==> config.mk <==
export PLATFORM = sky130hd
export DESIGN_NAME = alu_share_ctrl
export DESIGN_NICKNAME = d
export VERILOG_FILES = /design/src/rtl/alu_share_ctrl.sv
export SDC_FILE = /design/constraint.sdc
export NUM_CORES = 1
export LEC_CHECK = 0
export ABC_CLOCK_PERIOD_IN_PS = 4350
export CORE_MARGIN = 1.5
export CORE_UTILIZATION = 42
export CTS_CLUSTER_SIZE = 20
export DETAILED_ROUTE_END_ITERATION = 6
export PLACE_DENSITY_LB_ADDON = 0.2
export SLEW_MARGIN = 40
export SYNTH_ARGS = -nofsm -noshare
export SYNTH_HDL_FRONTEND = slang
export SYNTH_SLANG_ARGS = --single-unit
==> constraint.sdc <==
create_clock -name clk_i -period 4.35 [get_ports clk_i]
set_input_delay 0.435 -clock clk_i [delete_from_list [all_inputs] [get_ports clk_i]]
set_output_delay 0.435 -clock clk_i [all_outputs]
set_load 0.1 [all_outputs]
==> src/rtl/alu_share_ctrl.sv <==
// Two-requester round-robin arbiter/sequencer for a single shared combinational ALU.
// Holds operands for the op latency (MUL_LAT cycles for MUL) and returns a registered, ID-tagged result.
module alu_share_ctrl #(
    parameter int unsigned MUL_LAT = 4
) (
    input  logic        clk_i,
    input  logic        rst_n_i,
    input  logic        req0_valid_i,
    output logic        req0_ready_o,
    input  logic [3:0]  req0_ctrl_i,
    input  logic [31:0] req0_src1_i,
    input  logic [31:0] req0_src2_i,
    input  logic        req1_valid_i,
    output logic        req1_ready_o,
    input  logic [3:0]  req1_ctrl_i,
    input  logic [31:0] req1_src1_i,
    input  logic [31:0] req1_src2_i,
    output logic [3:0]  alu_ctrl_o,
    output logic [31:0] alu_src1_o,
    output logic [31:0] alu_src2_o,
    input  logic [31:0] alu_result_i,
    input  logic        alu_zero_i,
    output logic        rsp_valid_o,
    input  logic        rsp_ready_i,
    output logic        rsp_id_o,
    output logic [31:0] rsp_result_o,
    output logic        rsp_zero_o
);

    localparam logic [3:0] CTRL_MUL = 4'b1000;

    typedef enum logic [1:0] {
        IDLE = 2'd0,
        EXEC = 2'd1,
        RESP = 2'd2
    } state_e;

    state_e      state_q, state_d;
    logic        last_grant_q, last_grant_d;
    logic [3:0]  cnt_q, cnt_d;
    logic [3:0]  alu_ctrl_q, alu_ctrl_d;
    logic [31:0] alu_src1_q, alu_src1_d;
    logic [31:0] alu_src2_q, alu_src2_d;
    logic        rsp_valid_q, rsp_valid_d;
    logic        rsp_id_q, rsp_id_d;
    logic [31:0] rsp_result_q, rsp_result_d;
    logic        rsp_zero_q, rsp_zero_d;

    logic        grant;
    logic        ready0;
    logic        ready1;
    logic [3:0]  sel_ctrl;

    // NOTE: every signal written here gets its default first so no path leaves it unassigned (no latches).
    always_comb begin
        state_d      = state_q;
        last_grant_d = last_grant_q;
        cnt_d        = cnt_q;
        alu_ctrl_d   = alu_ctrl_q;
        alu_src1_d   = alu_src1_q;
        alu_src2_d   = alu_src2_q;
        rsp_valid_d  = rsp_valid_q;
        rsp_id_d     = rsp_id_q;
        rsp_result_d = rsp_result_q;
        rsp_zero_d   = rsp_zero_q;

        // On a tie the requester that did not win last time goes first.
        grant = 1'b0;
        if (req1_valid_i && !req0_valid_i) begin
            grant = 1'b1;
        end else if (req0_valid_i && req1_valid_i) begin
            grant = ~last_grant_q;
        end

        ready0   = (state_q == IDLE) && !grant && req0_valid_i;
        ready1   = (state_q == IDLE) &&  grant && req1_valid_i;
        sel_ctrl = grant ? req1_ctrl_i : req0_ctrl_i;

        unique case (state_q)
            IDLE: begin
                if (ready0 || ready1) begin
                    alu_ctrl_d   = sel_ctrl;
                    alu_src1_d   = grant ? req1_src1_i : req0_src1_i;
                    alu_src2_d   = grant ? req1_src2_i : req0_src2_i;
                    rsp_id_d     = grant;
                    last_grant_d = grant;
                    cnt_d        = (sel_ctrl == CTRL_MUL) ? 4'(MUL_LAT - 1) : 4'd0;
                    state_d      = EXEC;
                end
            end
            EXEC: begin
                if (cnt_q != 4'd0) begin
                    cnt_d = cnt_q - 4'd1;
                end else begin
                    rsp_result_d = alu_result_i;
                    rsp_zero_d   = alu_zero_i;
                    rsp_valid_d  = 1'b1;
                    state_d      = RESP;
                end
            end
            RESP: begin
                if (rsp_ready_i) begin
                    rsp_valid_d = 1'b0;
                    state_d     = IDLE;
                end
            end
            default: state_d = IDLE;
        endcase
    end

    // NOTE: sequential state uses non-blocking assignments so all flops update together at the edge.
    always_ff @(posedge clk_i or negedge rst_n_i) begin
        if (!rst_n_i) begin
            state_q      <= IDLE;
            last_grant_q <= 1'b1;
            cnt_q        <= 4'd0;
            alu_ctrl_q   <= 4'd0;
            alu_src1_q   <= 32'd0;
            alu_src2_q   <= 32'd0;
            rsp_valid_q  <= 1'b0;
            rsp_id_q     <= 1'b0;
            rsp_result_q <= 32'd0;
            rsp_zero_q   <= 1'b0;
        end else begin
            state_q      <= state_d;
            last_grant_q <= last_grant_d;
            cnt_q        <= cnt_d;
            alu_ctrl_q   <= alu_ctrl_d;
            alu_src1_q   <= alu_src1_d;
            alu_src2_q   <= alu_src2_d;
            rsp_valid_q  <= rsp_valid_d;
            rsp_id_q     <= rsp_id_d;
            rsp_result_q <= rsp_result_d;
            rsp_zero_q   <= rsp_zero_d;
        end
    end

    assign req0_ready_o = ready0;
    assign req1_ready_o = ready1;
    assign alu_ctrl_o   = alu_ctrl_q;
    assign alu_src1_o   = alu_src1_q;
    assign alu_src2_o   = alu_src2_q;
    assign rsp_valid_o  = rsp_valid_q;
    assign rsp_id_o     = rsp_id_q;
    assign rsp_result_o = rsp_result_q;
    assign rsp_zero_o   = rsp_zero_q;

endmodule
# ---- Yosys cells after proc, flatten, opt, wreduce, memory -nomap -nowiden
# Cells that the tools add are included.
dict set report word_totals {
  elab_cells 54
  output_inout_bits 105
  regBits 110
  input_bits 174
}
dict set report op_classes {
  add_sub_neg 1
  mux 16
  n_eq_ne 7
  n_reduce_logical 18
  bitwise 2
}
# cell count
set ops {}
lappend ops {{two-way mux 32 bit} 2}
lappend ops {{two-way mux 4 bit} 3}
lappend ops {{AND reduction 3 bit} 3}
lappend ops {{two-way mux 2 bit} 4}
lappend ops {{one-hot mux 4 bit (2 select lines)} 1}
lappend ops {{logical AND 1 bit} 6}
lappend ops {{inequality test 2 bit, second input constant} 3}
lappend ops {{one-hot mux 2 bit (3 select lines)} 1}
lappend ops {{== test 4 bit, second input constant} 1}
lappend ops {{two-way mux 1 bit} 4}
lappend ops {{AND reduction 2 bit} 2}
lappend ops {{nonzero test 2 bit} 2}
lappend ops {{nonzero test 4 bit} 1}
lappend ops {{subtractor 4 x 1 -> 4 bit, second input constant} 1}
lappend ops {{== test 2 x 1 -> 1 bit, second input constant} 1}
lappend ops {{== test 2 bit, second input constant} 1}
lappend ops {{zero test 1 bit} 2}
lappend ops {{zero test 2 bit} 1}
lappend ops {{inequality test 2 x 1 -> 1 bit, second input constant} 1}
lappend ops {{NOT 1 bit} 2}
lappend ops {{one-hot mux 1 bit (2 select lines)} 1}
lappend ops {{logical OR 1 bit} 1}

# ---- Logic depth before layout (Yosys ltp)
dict set report depth {
  depth_word 9
  ltp_mapped 6
  mapped_depth_nobuf 6
}

# ---- Worst setup path after synthesis
# Ideal clock, no wire load.
dict set report synth_path {
  path_type {register to output}
  startpoint {register last_grant_q}
  endpoint {output req0_ready_o}
  stages_incl_launch_ff 5
  path_buffers 2
  required_time_ns 3.915
  arrival_time_ns 2.205
  path_slack_ns 1.710
  cell_sequence {dfstp_2 a21boi_0 buf_4 buf_4 nor2_1}
}
dict set report synth_via {
  elab_chain_cells 6
}
# element line_no
set synth_lines {}
lappend synth_lines {{from (decl)} 39} ;# logic last_grant_q, last_grant_d;
lappend synth_lines {{from (signal assigned)} 126} ;# last_grant_q <= last_grant_d;
lappend synth_lines {{NOT 1 bit} 72} ;# grant = ~last_grant_q;
lappend synth_lines {{two-way mux 1 bit} 71} ;# end else if (req0_valid_i && req1_valid_i) begin
lappend synth_lines {{two-way mux 1 bit} 69} ;# if (req1_valid_i && !req0_valid_i) begin
lappend synth_lines {{zero test 1 bit} 75} ;# ready0 = (state_q == IDLE) && !grant && req0_valid_i;
lappend synth_lines {{logical AND 1 bit (2 in series)} 75}
lappend synth_lines {{to (decl)} 9} ;# output logic req0_ready_o,
# Every way passes these cells.

# ---- Final worst setup path
dict set report layout_path {
  startpoint {input req1_valid_i}
  endpoint {output req1_ready_o}
}
dict set report layout_via {
  elab_chain_cells 5
  elab_cells_between_ends 6
  classes_between {2 x mux; 4 x reduce/logical}
}
# element line_no
set layout_lines {}
lappend layout_lines {{from (decl)} 13} ;# input logic req1_valid_i,
lappend layout_lines {{logical AND 1 bit} 71}
lappend layout_lines {{two-way mux 1 bit} 71}
lappend layout_lines {{two-way mux 1 bit} 69}
lappend layout_lines {{logical AND 1 bit} 76} ;# ready1 = (state_q == IDLE) && grant && req1_valid_i;
lappend layout_lines {{logical AND 1 bit *} 76}
lappend layout_lines {{to (decl)} 14} ;# output logic req1_ready_o,
# Every way passes the cells marked *; elsewhere a longest branch is shown, timed or not.

==> summary by stage <==
Clock network
The total setup buffers inserted after CTS is 0. The clock drives 110 sinks. The clock reaches the later pin of the worst-skew pair after 340 ps. The maximum buffer depth of the clock tree is 2. Hold repair after CTS inserted 0 buffers. The TritonCTS clock tree is done. The number of resized instances in the post-cts repair step is 0. The clock-pin slew reported for the worst setup and hold paths after clock tree synthesis is 80 ps. The H-tree was split into 3 levels. The root buffer cell chosen for the clock tree is clkbuf_16. Buffers inserted during clock tree synthesis total 9.

Die
The width of the chip is 112 um. The floorplan has 39 rows. The I/O pin count is 279. The total core area is 11,500 um2. The die covers 12,500 um2. The starting density of the core is 43.4%. The die extent in y is 112 um.

Timing
For this run, the top clock speed supported by timing is 361 MHz. In this run the tightest slew margin relative to its limit is 50.1%. The hold violation count in the final report is 0. The share of the clock period used by the worst path after layout is 63.6%. Final hold analysis gives a worst-case slack of 122 ps. The final sum of negative setup slack is 0 ps. The time the final worst path needs with I/O delays and setup is 2770 ps. Setup violations remaining at the end of the flow were counted as 0. Between clock sinks in the finished design, the worst skew comes to 9.35 ps.

Setup repair after global routing left no endpoint under its margin. The slew of the pin with the lowest slew margin is 748 ps. The max-slew violation total from the final report is 0.

Worst hold path
The worst min-delay path category is input pin to async pin.

Final layout
The share of the core filled with cells is 65.9%. The library cell used most frequently in the layout, excluding fill and tap cells, is clkdlybuf4s50_1. The diode insertion count for antenna repair is 0. The area growth from synthesis to final layout is 51.8%. At the end of the flow, the number of nets in the layout was 860.

The top cell types in the final layout, fill and taps aside, are clkdlybuf4s50_1 (172), dfrtp_1 (109), buf_2 (104). The share of post-route cells with drive strength above 1 is 23.9%.

Global route
The wire length of the first global-routing pass is 21,500 um. The initial antenna violation count is 0. The total global routing overflow is 0. Global routing consumed, over all layers together, 21.5% of the routing resources.

Entering global routing, the biggest net connects 79 pins. The number of global-route vias before repair is 4,250.

Synthesis
The number of warnings reported in the yosys synthesis log is 0. The unique cell type count in the Yosys netlist is 33. The number of enable flip-flop cells after synthesis is 0. The most used flip-flop cell after synthesis is dfrtp_1. The proportion of synthesized flip-flops having asynchronous set or reset is 100%. The summed instance area of the synthesized netlist is 4980 um2.

Synthesis produced a netlist with a net count of 592. The synthesized design contains 110 register bits. After technology mapping, the gate count stands at 416. The synthesized area divided by synthesized cell count is 12.0 um2. Of the synthesized area, sequential elements account for 55.3%.

Detailed routing
After the first detailed-routing iteration, the DRC count stood at 143. The routed design has 13,300 um of wire. The via count is 4,049. For this run, design rule violations remaining after detail routing come to 0.

The detail route stage leaves a number of antenna-violating nets equal to 0. After detailed routing, the average wire length per cell comes to 16.0 um. The post-detailed-route via-to-cell ratio is 4.87. The total iterations of the first detailed-routing run is 6.

Status
The run finished with clean final reports.

Setup path
The slowest stage of the critical path is the buf_4 cell. The peak per-stage delay on the critical path is 570 ps. In this run the worst path has a maximum fanout of 44. The cell family contributing the most delay on the critical path is buffers and inverters. Counting both buffers and inverters, the worst setup path holds a total of 3.

Counting stages on the worst path, the most repeated cell is buf_4. The sort of element at the start of the critical path is an input pin. The startpoint-to-endpoint class of the critical path is input pin to output pin. The critical path arrival is 2330 ps.

The type of element capturing the critical path is an output pin. The data required time of the worst path is 3910 ps. The signal on the critical path passes through clkdlybuf4s50_1 > a21boi_4 > buf_4 > and2_1 > buf_4.

Job
Across the run, the number of max-cap violations was 0.

Placed design
The routability congestion estimate from global placement is 0.759. The HPWL reported at the end of detailed placement is 10,200 um. The count of buffers added on input and output ports is 278.
worst paths after layout:
check	start	cells after the start	end	slack (ps)
hold / removal	rst_n_i	1	alu_src1_o[27]$_DFFE_PN0P_	120
max in group asynchronous	rst_n_i	2	alu_src2_o[13]$_DFFE_PN0P_	3040
min in group clk_i	rsp_result_o[31]$_DFFE_PN0P_	1	rsp_result_o[31]$_DFFE_PN0P_	500
setup / recovery	req1_valid_i	5	req1_ready_o	1580
hold reg to reg	rsp_result_o[31]$_DFFE_PN0P_	1	rsp_result_o[31]$_DFFE_PN0P_	500
setup reg to reg	state_q[0]$_DFFE_PN0P_	5	alu_src2_o[13]$_DFFE_PN0P_	2280
kinds of logic (layout without fill, tap and decap cells):
logic type                 count (synthesis)  count (layout)  synth area share, %
DFF                                      110             110                 55.3
muxes                                    102             102                 23.5
and+or+nand+nor                           93              93                 8.37
AOI/OAI and AO/OA                         80              80                 8.35
buffers and inverters                     29             302                 4.00
adders and majority gates                  2               2                0.503
per-layer routing:
layer | share of wire, % | wire length, um | up-vias | global-route usage (%)
met5 | 0 | 0 | - | 0
met4 | 2.2 | 295 | 0 | 6.92
met3 | 7.4 | 985 | 26 | 5.72
met2 | 51 | 6820 | 163 | 38.3
met1 | 39 | 5180 | 1889 | 25.2
li1 | - | - | 1971 | -
sequential cells by signal (all words and copies together) (netlist names):
register / count
alu_ctrl_o: 4
alu_src1_o: 32
alu_src2_o: 32
cnt_q: 4
last_grant_q: 1
rsp_id_o: 1
rsp_result_o: 32
rsp_valid_o: 1
rsp_zero_o: 1
state_q: 2
worst register-to-register path: stages, from the launching register on:
cell and delay (ps):
dfrtp_1 450, nor2_4 180, and2_4 670, buf_4 460, nor2_1 70, a21oi_1 160
Yosys cell counts (2+ instances only):
| cell | count | area, um2 |
|---|---|---|
| dfrtp_1 | 109 | 2730 |
| nor2_1 | 71 | 267 |
| a21oi_1 | 70 | 350 |
| mux2i_1 | 69 | 691 |
| mux2_4 | 28 | 420 |
| buf_4 | 11 | 82.6 |
| buf_2 | 9 | 45.0 |
| nand2_1 | 6 | 22.5 |
| buf_6 | 5 | 56.3 |
| mux2_2 | 5 | 56.3 |
| inv_1 | 3 | 11.3 |
| o21ai_0 | 3 | 15.0 |
| and2_1 | 2 | 12.5 |
| ha_1 | 2 | 25.0 |
| nand2b_1 | 2 | 12.5 |
| nor2_4 | 2 | 22.5 |
| nor4_1 | 2 | 12.5 |
| o22ai_1 | 2 | 12.5 |
metrics by stage:
stage               area [um2]  std cells  setup slack [ps]
floorplan                 4980        416              1710
global placement          7800        816              1470
detailed placement        7280        816              1530
CTS                       7560        832              1530
global route              7560        832              1500
finish                    7560        832              1580
area by class of cell:
class / instances / area [um2]
fill: 926 / 3910
sequential: 110 / 2750
timing repair buffer: 283 / 2290
multi-input combinational: 277 / 2040
clock buffer: 12 / 246
tap: 143 / 179
clock inverter: 4 / 32.5
inverter: 3 / 11.3
Power is not shown: default switching activity piles up to over one toggle a cycle in this logic, so the estimate is an artifact.
